[src/rtl/mips_pkg.sv]
// Shared MIPS encodings: opcodes, funct fields, ALU operation classes and
// the 4-bit ALU control codes used between decode and execute.
package mips_pkg;

  localparam logic [5:0] OP_RTYPE = 6'b000000;
  localparam logic [5:0] OP_LW    = 6'b100011;
  localparam logic [5:0] OP_SW    = 6'b101011;
  localparam logic [5:0] OP_ADDI  = 6'b001000;
  localparam logic [5:0] OP_BEQ   = 6'b000100;
  localparam logic [5:0] OP_BNE   = 6'b000101;
  localparam logic [5:0] OP_J     = 6'b000010;

  localparam logic [5:0] F_ADD = 6'b100000;
  localparam logic [5:0] F_SUB = 6'b100010;
  localparam logic [5:0] F_AND = 6'b100100;
  localparam logic [5:0] F_OR  = 6'b100101;
  localparam logic [5:0] F_NOR = 6'b100111;
  localparam logic [5:0] F_SLT = 6'b101010;

  localparam logic [1:0] ALUOP_ADD  = 2'b00;
  localparam logic [1:0] ALUOP_SUB  = 2'b01;
  localparam logic [1:0] ALUOP_FUNC = 2'b10;

  localparam logic [3:0] ALUCTL_AND = 4'b0000;
  localparam logic [3:0] ALUCTL_OR  = 4'b0001;
  localparam logic [3:0] ALUCTL_ADD = 4'b0010;
  localparam logic [3:0] ALUCTL_SUB = 4'b0110;
  localparam logic [3:0] ALUCTL_SLT = 4'b0111;
  localparam logic [3:0] ALUCTL_NOR = 4'b1100;

endpackage

[src/rtl/mips_ctrl_exec_unit_if.sv]
// Decode/execute signal bundle: master drives instruction fields and ALU
// operands, slave returns control decode and ALU results.
interface mips_ctrl_exec_unit_if #(
  parameter int unsigned WIDTH = 32
);
  logic [5:0]       opcode;
  logic [5:0]       func;
  logic             regdst;
  logic             branch_eq;
  logic             branch_ne;
  logic             memread;
  logic             memwrite;
  logic             memtoreg;
  logic [1:0]       aluop;
  logic             regwrite;
  logic             alusrc;
  logic             jump;
  logic [1:0]       ex_aluop;
  logic [5:0]       ex_funct;
  logic [WIDTH-1:0] a;
  logic [WIDTH-1:0] b;
  logic [3:0]       aluctl;
  logic [WIDTH-1:0] alu_out;
  logic             zero;
  logic [WIDTH-1:0] alu_out_q;
  logic             zero_q;

  modport master (
    output opcode, func, ex_aluop, ex_funct, a, b,
    input  regdst, branch_eq, branch_ne, memread, memwrite, memtoreg,
           aluop, regwrite, alusrc, jump, aluctl, alu_out, zero,
           alu_out_q, zero_q
  );

  modport slave (
    input  opcode, func, ex_aluop, ex_funct, a, b,
    output regdst, branch_eq, branch_ne, memread, memwrite, memtoreg,
           aluop, regwrite, alusrc, jump, aluctl, alu_out, zero,
           alu_out_q, zero_q
  );
endinterface

[src/rtl/mips_alu32.sv]
// Combinational ALU with zero flag; unknown control codes yield 0.
module mips_alu32
  import mips_pkg::*;
#(
  parameter int unsigned WIDTH = 32
) (
  input  logic [WIDTH-1:0] a_i,
  input  logic [WIDTH-1:0] b_i,
  input  logic [3:0]       aluctl_i,
  output logic [WIDTH-1:0] alu_out_o,
  output logic             zero_o
);

  always_comb begin
    alu_out_o = '0;
    case (aluctl_i)
      ALUCTL_AND: alu_out_o = a_i & b_i;
      ALUCTL_OR:  alu_out_o = a_i | b_i;
      ALUCTL_ADD: alu_out_o = a_i + b_i;
      ALUCTL_SUB: alu_out_o = a_i - b_i;
      ALUCTL_SLT: alu_out_o = {{(WIDTH-1){1'b0}}, ($signed(a_i) < $signed(b_i))};
      ALUCTL_NOR: alu_out_o = ~(a_i | b_i);
      default:    alu_out_o = '0;
    endcase
  end

  assign zero_o = (alu_out_o == '0);

endmodule

[src/rtl/mips_ctrl_exec_unit.sv]
// ID-stage main control decoder, EX-stage ALU control decoder, ALU and the
// EX/MEM copy of the ALU result and zero flag.
module mips_ctrl_exec_unit
  import mips_pkg::*;
#(
  parameter int unsigned WIDTH = 32
) (
  input  logic                 clk,
  input  logic                 rst_n,
  mips_ctrl_exec_unit_if.slave bus
);

  logic [WIDTH-1:0] alu_out_d;
  logic [WIDTH-1:0] alu_out_q;
  logic             zero_d;
  logic             zero_q;

  // An all-zero word is a NOP, so R-type only when func is nonzero.
  always_comb begin
    bus.regdst    = 1'b0;
    bus.branch_eq = 1'b0;
    bus.branch_ne = 1'b0;
    bus.memread   = 1'b0;
    bus.memwrite  = 1'b0;
    bus.memtoreg  = 1'b0;
    bus.aluop     = ALUOP_ADD;
    bus.regwrite  = 1'b0;
    bus.alusrc    = 1'b0;
    bus.jump      = 1'b0;
    case (bus.opcode)
      OP_RTYPE: begin
        if (bus.func != 6'b000000) begin
          bus.regdst   = 1'b1;
          bus.regwrite = 1'b1;
          bus.aluop    = ALUOP_FUNC;
        end
      end
      OP_LW: begin
        bus.memread  = 1'b1;
        bus.memtoreg = 1'b1;
        bus.alusrc   = 1'b1;
        bus.regwrite = 1'b1;
      end
      OP_SW: begin
        bus.memwrite = 1'b1;
        bus.alusrc   = 1'b1;
      end
      OP_ADDI: begin
        bus.alusrc   = 1'b1;
        bus.regwrite = 1'b1;
      end
      OP_BEQ: begin
        bus.branch_eq = 1'b1;
        bus.aluop     = ALUOP_SUB;
      end
      OP_BNE: begin
        bus.branch_ne = 1'b1;
        bus.aluop     = ALUOP_SUB;
      end
      OP_J:    bus.jump = 1'b1;
      default: ;
    endcase
  end

  always_comb begin
    bus.aluctl = ALUCTL_ADD;
    case (bus.ex_aluop)
      ALUOP_SUB:  bus.aluctl = ALUCTL_SUB;
      ALUOP_FUNC: begin
        case (bus.ex_funct)
          F_ADD:   bus.aluctl = ALUCTL_ADD;
          F_SUB:   bus.aluctl = ALUCTL_SUB;
          F_AND:   bus.aluctl = ALUCTL_AND;
          F_OR:    bus.aluctl = ALUCTL_OR;
          F_NOR:   bus.aluctl = ALUCTL_NOR;
          F_SLT:   bus.aluctl = ALUCTL_SLT;
          default: bus.aluctl = ALUCTL_ADD;
        endcase
      end
      default: bus.aluctl = ALUCTL_ADD;
    endcase
  end

  mips_alu32 #(
    .WIDTH (WIDTH)
  ) u_alu (
    .a_i       (bus.a),
    .b_i       (bus.b),
    .aluctl_i  (bus.aluctl),
    .alu_out_o (alu_out_d),
    .zero_o    (zero_d)
  );

  always_ff @(posedge clk or negedge rst_n) begin
    if (!rst_n) begin
      alu_out_q <= '0;
      zero_q    <= 1'b0;
    end else begin
      alu_out_q <= alu_out_d;
      zero_q    <= zero_d;
    end
  end

  assign bus.alu_out   = alu_out_d;
  assign bus.zero      = zero_d;
  assign bus.alu_out_q = alu_out_q;
  assign bus.zero_q    = zero_q;

endmodule

[src/flat_wrapper.sv]
// flat-port wrapper written by rule: the top's interface ports become plain ports
module mips_ctrl_exec_unit_flat import mips_pkg::*;
#(
  parameter int unsigned WIDTH = 32
)
  (clk, rst_n, bus_opcode, bus_func, bus_ex_aluop, bus_ex_funct, bus_a, bus_b, bus_regdst, bus_branch_eq, bus_branch_ne, bus_memread, bus_memwrite, bus_memtoreg, bus_aluop, bus_regwrite, bus_alusrc, bus_jump, bus_aluctl, bus_alu_out, bus_zero, bus_alu_out_q, bus_zero_q);
  mips_ctrl_exec_unit_if #(.WIDTH(WIDTH)) bus_i ();
  input  logic clk;
  input  logic rst_n;
  input wire logic [$bits(bus_i.opcode)-1:0] bus_opcode;
  input wire logic [$bits(bus_i.func)-1:0] bus_func;
  input wire logic [$bits(bus_i.ex_aluop)-1:0] bus_ex_aluop;
  input wire logic [$bits(bus_i.ex_funct)-1:0] bus_ex_funct;
  input wire logic [$bits(bus_i.a)-1:0] bus_a;
  input wire logic [$bits(bus_i.b)-1:0] bus_b;
  output wire logic [$bits(bus_i.regdst)-1:0] bus_regdst;
  output wire logic [$bits(bus_i.branch_eq)-1:0] bus_branch_eq;
  output wire logic [$bits(bus_i.branch_ne)-1:0] bus_branch_ne;
  output wire logic [$bits(bus_i.memread)-1:0] bus_memread;
  output wire logic [$bits(bus_i.memwrite)-1:0] bus_memwrite;
  output wire logic [$bits(bus_i.memtoreg)-1:0] bus_memtoreg;
  output wire logic [$bits(bus_i.aluop)-1:0] bus_aluop;
  output wire logic [$bits(bus_i.regwrite)-1:0] bus_regwrite;
  output wire logic [$bits(bus_i.alusrc)-1:0] bus_alusrc;
  output wire logic [$bits(bus_i.jump)-1:0] bus_jump;
  output wire logic [$bits(bus_i.aluctl)-1:0] bus_aluctl;
  output wire logic [$bits(bus_i.alu_out)-1:0] bus_alu_out;
  output wire logic [$bits(bus_i.zero)-1:0] bus_zero;
  output wire logic [$bits(bus_i.alu_out_q)-1:0] bus_alu_out_q;
  output wire logic [$bits(bus_i.zero_q)-1:0] bus_zero_q;
  assign bus_i.opcode = bus_opcode;
  assign bus_i.func = bus_func;
  assign bus_i.ex_aluop = bus_ex_aluop;
  assign bus_i.ex_funct = bus_ex_funct;
  assign bus_i.a = bus_a;
  assign bus_i.b = bus_b;
  assign bus_regdst = bus_i.regdst;
  assign bus_branch_eq = bus_i.branch_eq;
  assign bus_branch_ne = bus_i.branch_ne;
  assign bus_memread = bus_i.memread;
  assign bus_memwrite = bus_i.memwrite;
  assign bus_memtoreg = bus_i.memtoreg;
  assign bus_aluop = bus_i.aluop;
  assign bus_regwrite = bus_i.regwrite;
  assign bus_alusrc = bus_i.alusrc;
  assign bus_jump = bus_i.jump;
  assign bus_aluctl = bus_i.aluctl;
  assign bus_alu_out = bus_i.alu_out;
  assign bus_zero = bus_i.zero;
  assign bus_alu_out_q = bus_i.alu_out_q;
  assign bus_zero_q = bus_i.zero_q;
  mips_ctrl_exec_unit #(.WIDTH(WIDTH)) u_core (.clk(clk), .rst_n(rst_n), .bus(bus_i));
endmodule
[config.mk]
export PLATFORM = sky130hd
export DESIGN_NAME = mips_ctrl_exec_unit_flat
export DESIGN_NICKNAME = d
export VERILOG_FILES = /design/src/rtl/mips_pkg.sv /design/src/rtl/mips_ctrl_exec_unit_if.sv /design/src/rtl/mips_alu32.sv /design/src/rtl/mips_ctrl_exec_unit.sv /design/src/flat_wrapper.sv
export SDC_FILE = /design/constraint.sdc
export NUM_CORES = 1
export LEC_CHECK = 0
export ABC_AREA = 1
export BUFFER_PORTS_ARGS = -buffer_cell sky130_fd_sc_hd__buf_4
export CAP_MARGIN = 30
export CORE_MARGIN = 5
export CORE_UTILIZATION = 53
export CTS_BUF_LIST = sky130_fd_sc_hd__clkbuf_8
export DETAILED_ROUTE_END_ITERATION = 7
export PLACE_DENSITY = 0.81
export SLEW_MARGIN = 20
export SYNTH_ARGS = -nofsm -noshare
export SYNTH_HDL_FRONTEND = slang
export SYNTH_SLANG_ARGS = --single-unit
[constraint.sdc]
create_clock -name clk -period 2.7 [get_ports clk]
set_input_delay 0.54 -clock clk [delete_from_list [all_inputs] [get_ports clk]]
set_output_delay 0.54 -clock clk [all_outputs]
set_load 0.02 [all_outputs]
==> results by group, run 1 <==
Run status
  – Outcome: aborted with a tool error
  – Failing step: global routing
  – First Err: [ERROR DPL-0038] Utilization greater than 100%, impossible to legalize

Synth
  – Post-Syn Area per Cell: 5.37 sq um
  – Yosys top cell area share: 21.6%
  – Post-synth ARST share: 100%
  – Post-synth EDFFs: 0
  – Yosys reg bits: 33
  – Register area share after synthesis: 10.1%
  – Netlist Area Pre-Place: 8140 sq um
  – Synth Flop Type: dfrtp_1
  – Largest area contributor in the netlist: nand2_1
  – Synth area leaders: nand2_1, ha_1, inv_1
  – Syn Nets: 1,709
  – Yosys warnings: 0
  – Synth unique cells: 40
  – Cell count after synthesis: 1,515

Placement
  – Post-DP HPWL: 32,500 microns
  – Placed cell count: 2,170
  – RePlAce Congestion: 1.04
  – Cell Area, Placed: 12,800 sq um
  – Number of port buffers: 166

Timing
  – Worst End Pin Type: top-level output
  – GRT worst endpoint: bus_zero

Clock network
  – H-tree depth: 2
  – CTS Buffer Depth: 2
  – Hold Buf Count CTS: 0
  – Num CTS Buffers: 5
  – Root Buffer: clkbuf_8
  – Clk sink count: 33

Floorplan
  – Chip width: 134 microns
  – # IOs: 167
  – Row cnt: 45
  – Die H: 134 microns
  – Initial Utilization: 53.7%

Global routing
  – Largest net degree at the start of global routing: 34
cells by family after synthesis:
| kind of cell | after synthesis | synth area share [%] |
|---|---|---|
| buf+inv | 365 | 17.6 |
| flops | 33 | 10.1 |
| mux | 5 | 0.615 |
| fa+ha+maj | 108 | 16.8 |
| compound gates | 95 | 6.41 |
| xor+xnor | 20 | 2.15 |
| simple gates | 889 | 46.3 |
through the flow:
stage                     utilization (%)  hold WS, ns  setup slack (ns)
after CTS                            93.9        0.165            -0.626
after detailed placement             84.3        0.532            -0.968
after global placement               84.3        0.515            -0.914
after floorplan                         -        0.244            -0.226
what timing repair did:
action,4_1_cts
setup endpoints to repair,34
setup buffers,27
pin swaps,87
gates resized for setup,303
hold endpoints to repair,0
cloned,1
synthesized netlist by cell type, types with 2 or more instances:
cell	number
nand2_4	2
nand2_1	469
a2111oi_0	2
buf_6	2
o21a_1	2
ha_1	106
inv_1	326
nor2_2	5
nor4_1	2
o21ai_0	21
or2_2	3
clkbuf_2	2
and3_1	5
mux2i_1	5
fa_1	2
nand2_2	2
a21oi_1	58
nand3_2	4
nand3_1	131
clkbuf_1	5
buf_2	25
xor2_1	20
nor2_1	196
inv_2	2
nand3b_1	6
dfrtp_1	33
nand4_1	37
o21bai_1	7
a21oi_2	2
nor3_1	23
==> run 2, diff against run 1 <==
CORE_UTILIZATION = 40   (was 53)
CTS_BUF_LIST = default   (was sky130_fd_sc_hd__clkbuf_8)
PLACE_DENSITY = default   (was 0.81)
PLACE_DENSITY_LB_ADDON = 0.15   (was default)
clock period = 3.5 ns   (was 2.7 ns; I/O delays follow)
==> run 2 against run 1 <==
  * The flow now finishes, with violations (setup timing)
  * Area after synthesis did not move
  * Synthesized cell count did not move
==> results by group, run 2 <==
Clock network
  – CTS tree: yes
  – Root Buffer: clkbuf_16
  – Clock Pin Slew Worst Setup and Hold Paths: 0.08 ns
  – CTS Buffer Depth: 2
  – Clk sink count: 33
  – Num CTS Buffers: 5
  – H-tree depth: 2

Synth
  – Post-Syn Area per Cell: 5.37 sq um
  – Post-synth EDFFs: 0
  – Register area share after synthesis: 10.1%
  – Synth area leaders: nand2_1, ha_1, inv_1
  – Syn Nets: 1,709
  – Top cells by count, synth: nand2_1, inv_1, nor2_1
  – Top-count cell post-synth: nand2_1
  – Netlist Area Pre-Place: 8140 sq um
  – Synth unique cells: 40
  – Yosys top cell area share: 21.6%
  – Yosys reg bits: 33
  – Synth Flop Type: dfrtp_1
  – Post-synth ARST share: 100%
  – Largest area contributor in the netlist: nand2_1
  – Cell count after synthesis: 1,515
  – Yosys warnings: 0

Cells and area
  – Ant. Diodes: 0
  – Biggest register: u_core.bus.alu_out_q
  – Commonest cells after routing, fill and taps aside: buf_4, nand2_1, inv_1, nor2_1, nand2_2
  – Fin area: 14,900 sq um
  – Layout area overhead: 82.5%
  – Share of layout cells above drive strength 1: 46.9%
  – Fin nets: 2,267
  – Commonest non-fill, non-tap cell in the layout: buf_4
  – Max reg flops: 32
  – Top flop regs: u_core.bus.alu_out_q: 32 flops, u_core.bus.zero_q: 1 flops

Global routing
  – Initial antenna violation count: 0
  – Global route overflow: 0
  – Global Route Usage Sum: 30.3%
  – Largest net degree at the start of global routing: 34
  – Vias in the first global route: 11,000
  – Global-route wire length before repair: 57,000 microns

Floorplan
  – Die H: 153 microns
  – # IOs: 167
  – Row cnt: 52
  – Chip width: 153 microns
  – DIE AREA: 23,300 sq um
  – Initial Utilization: 40.5%
  – Core area: 20,100 sq um

Timing
  – Final WS setup: -0.281 ns
  – Fin Setup TNS: -0.639 ns
  – Period minus WS final: 3.78 ns
  – Max Slew Vio Count: 0
  – Worst Max-Slew Pin Slew: 0.574 ns
  – Final period util: 108%
  – Fmax: 265 MHz
  – Final Hold Viols: 0
  – RSZ-0062 raised after global routing: true
  – Max-slew headroom: 61.7%
  – # setup viols final: 6

Worst setup path
  – CP Launch Type: input port
  – Worst Setup SP: bus_a[1]
  – Crit path capture type: output port
  – CP Data Required Time: 2.80 ns
  – Critical path arrival: 3.08 ns
  – Kind of critical path: in2out
  – Worst-path fanout max: 3

Placement
  – RePlAce Congestion: 1.00
  – Cell Area, Placed: 12,400 sq um
  – Number of port buffers: 166
  – Post-DP HPWL: 31,200 microns

Drt
  – DRC marker count from the first detailed-route iteration: 768
  – Vias: 11,500
  – Detailed-route vias per instance: 4.92
  – Wire per inst: 16.4 microns
  – DRT Wirelength: 38,500 microns
  – ANT nets after route: 0
  – DRC viols: 0
  – Drt pass-1 iters: 6

Power and ir drop
  – Peak VDD IR: 0.000192 V
  – Power Density: 266 nW/um^2
  – Static leakage: 8.39 nW

Run status
  – Outcome: finished with violations
  – Failing checks: setup timing

Min path
  – HP Class: in2async

Job
  – Max cap viols: 0
[run 2: cell counts after synthesis]
No cell type changed its count.
[run 2: area by class of cell]
type	instances	area (sq um)
timing repair buffer	586	4740
tap	270	338
inverter	330	1270
clock buffer	5	125
multi-input combinational	1117	7500
sequential	33	826
clock inverter	3	46.3
fill	1716	5250
[run 2: repair_timing]
item	CTS	global route
gates cloned	0	1
gates resized for setup	197	299
pin swaps	58	123
hold buffers	0	0
buffers inserted	22	29
endpoints found under the setup margin	25	24
[run 2: power by group]
part / internal [mW] / switching, mW
logic: 1.33 / 1.57
registers: 0.458 / 0.0205
clock network: 0.339 / 0.232
[run 2: stage by stage]
stage	hold slack [ns]	util (%)	std cells	total power [mW]	setup slack [ns]
global route	0.402	73.9	2344	4.16	-0.394
CTS	0.370	67.5	2315	3.60	-0.259
floorplan	0.404	-	1515	1.57	0.00466
global placement	0.682	61.9	2285	2.80	-0.734
detailed placement	0.693	61.9	2285	2.82	-0.697
finish	0.343	73.9	2344	3.95	-0.281
[run 2: worst paths after layout]
path	to
worst max-delay path	bus_zero
worst min-delay path	u_core.bus.alu_out_q[5]$_DFF_PN0_
max in group asynchronous	u_core.bus.alu_out_q[14]$_DFF_PN0_
min in group clk	u_core.bus.alu_out_q[10]$_DFF_PN0_
[run 2: per-layer routing]
| metal | vias to the layer above | GRT usage (%) | routed length [microns] |
|---|---|---|---|
| li1 | 5740 | - | - |
| met1 | 5263 | 39.7 | 16000 |
| met2 | 438 | 50.9 | 18200 |
| met3 | 81 | 3.46 | 2750 |
| met4 | 0 | 12.0 | 1650 |
| met5 | - | 0 | 0 |
[run 2: cells by family after synthesis]
family	Yosys count	share of synthesized area, %
DFF	33	10.1
AOI/OAI and AO/OA	95	6.41
muxes	5	0.615
buffers and inverters	365	17.6
xor gates and xnor gates	20	2.15
adders and majority gates	108	16.8
and+or+nand+nor	889	46.3
[run 2: worst max-delay path, cell delays in order]
cell      delay, ns
buf_4          0.12
buf_4          0.14
ha_1           0.21
nand2_1        0.13
nand2_2        0.09
nand2_1        0.06
nand2_1        0.05
nand2_1        0.07
nand3b_1       0.17
buf_4          0.20
xor2_1         0.15
a21oi_2        0.13
nand3_2        0.13
nor2_2         0.14
nand2_2        0.09
nor2_4         0.17
nand2_2        0.08
nor2_4         0.11
buf_6          0.13
Note: power is estimated with default switching activity, not from simulation.
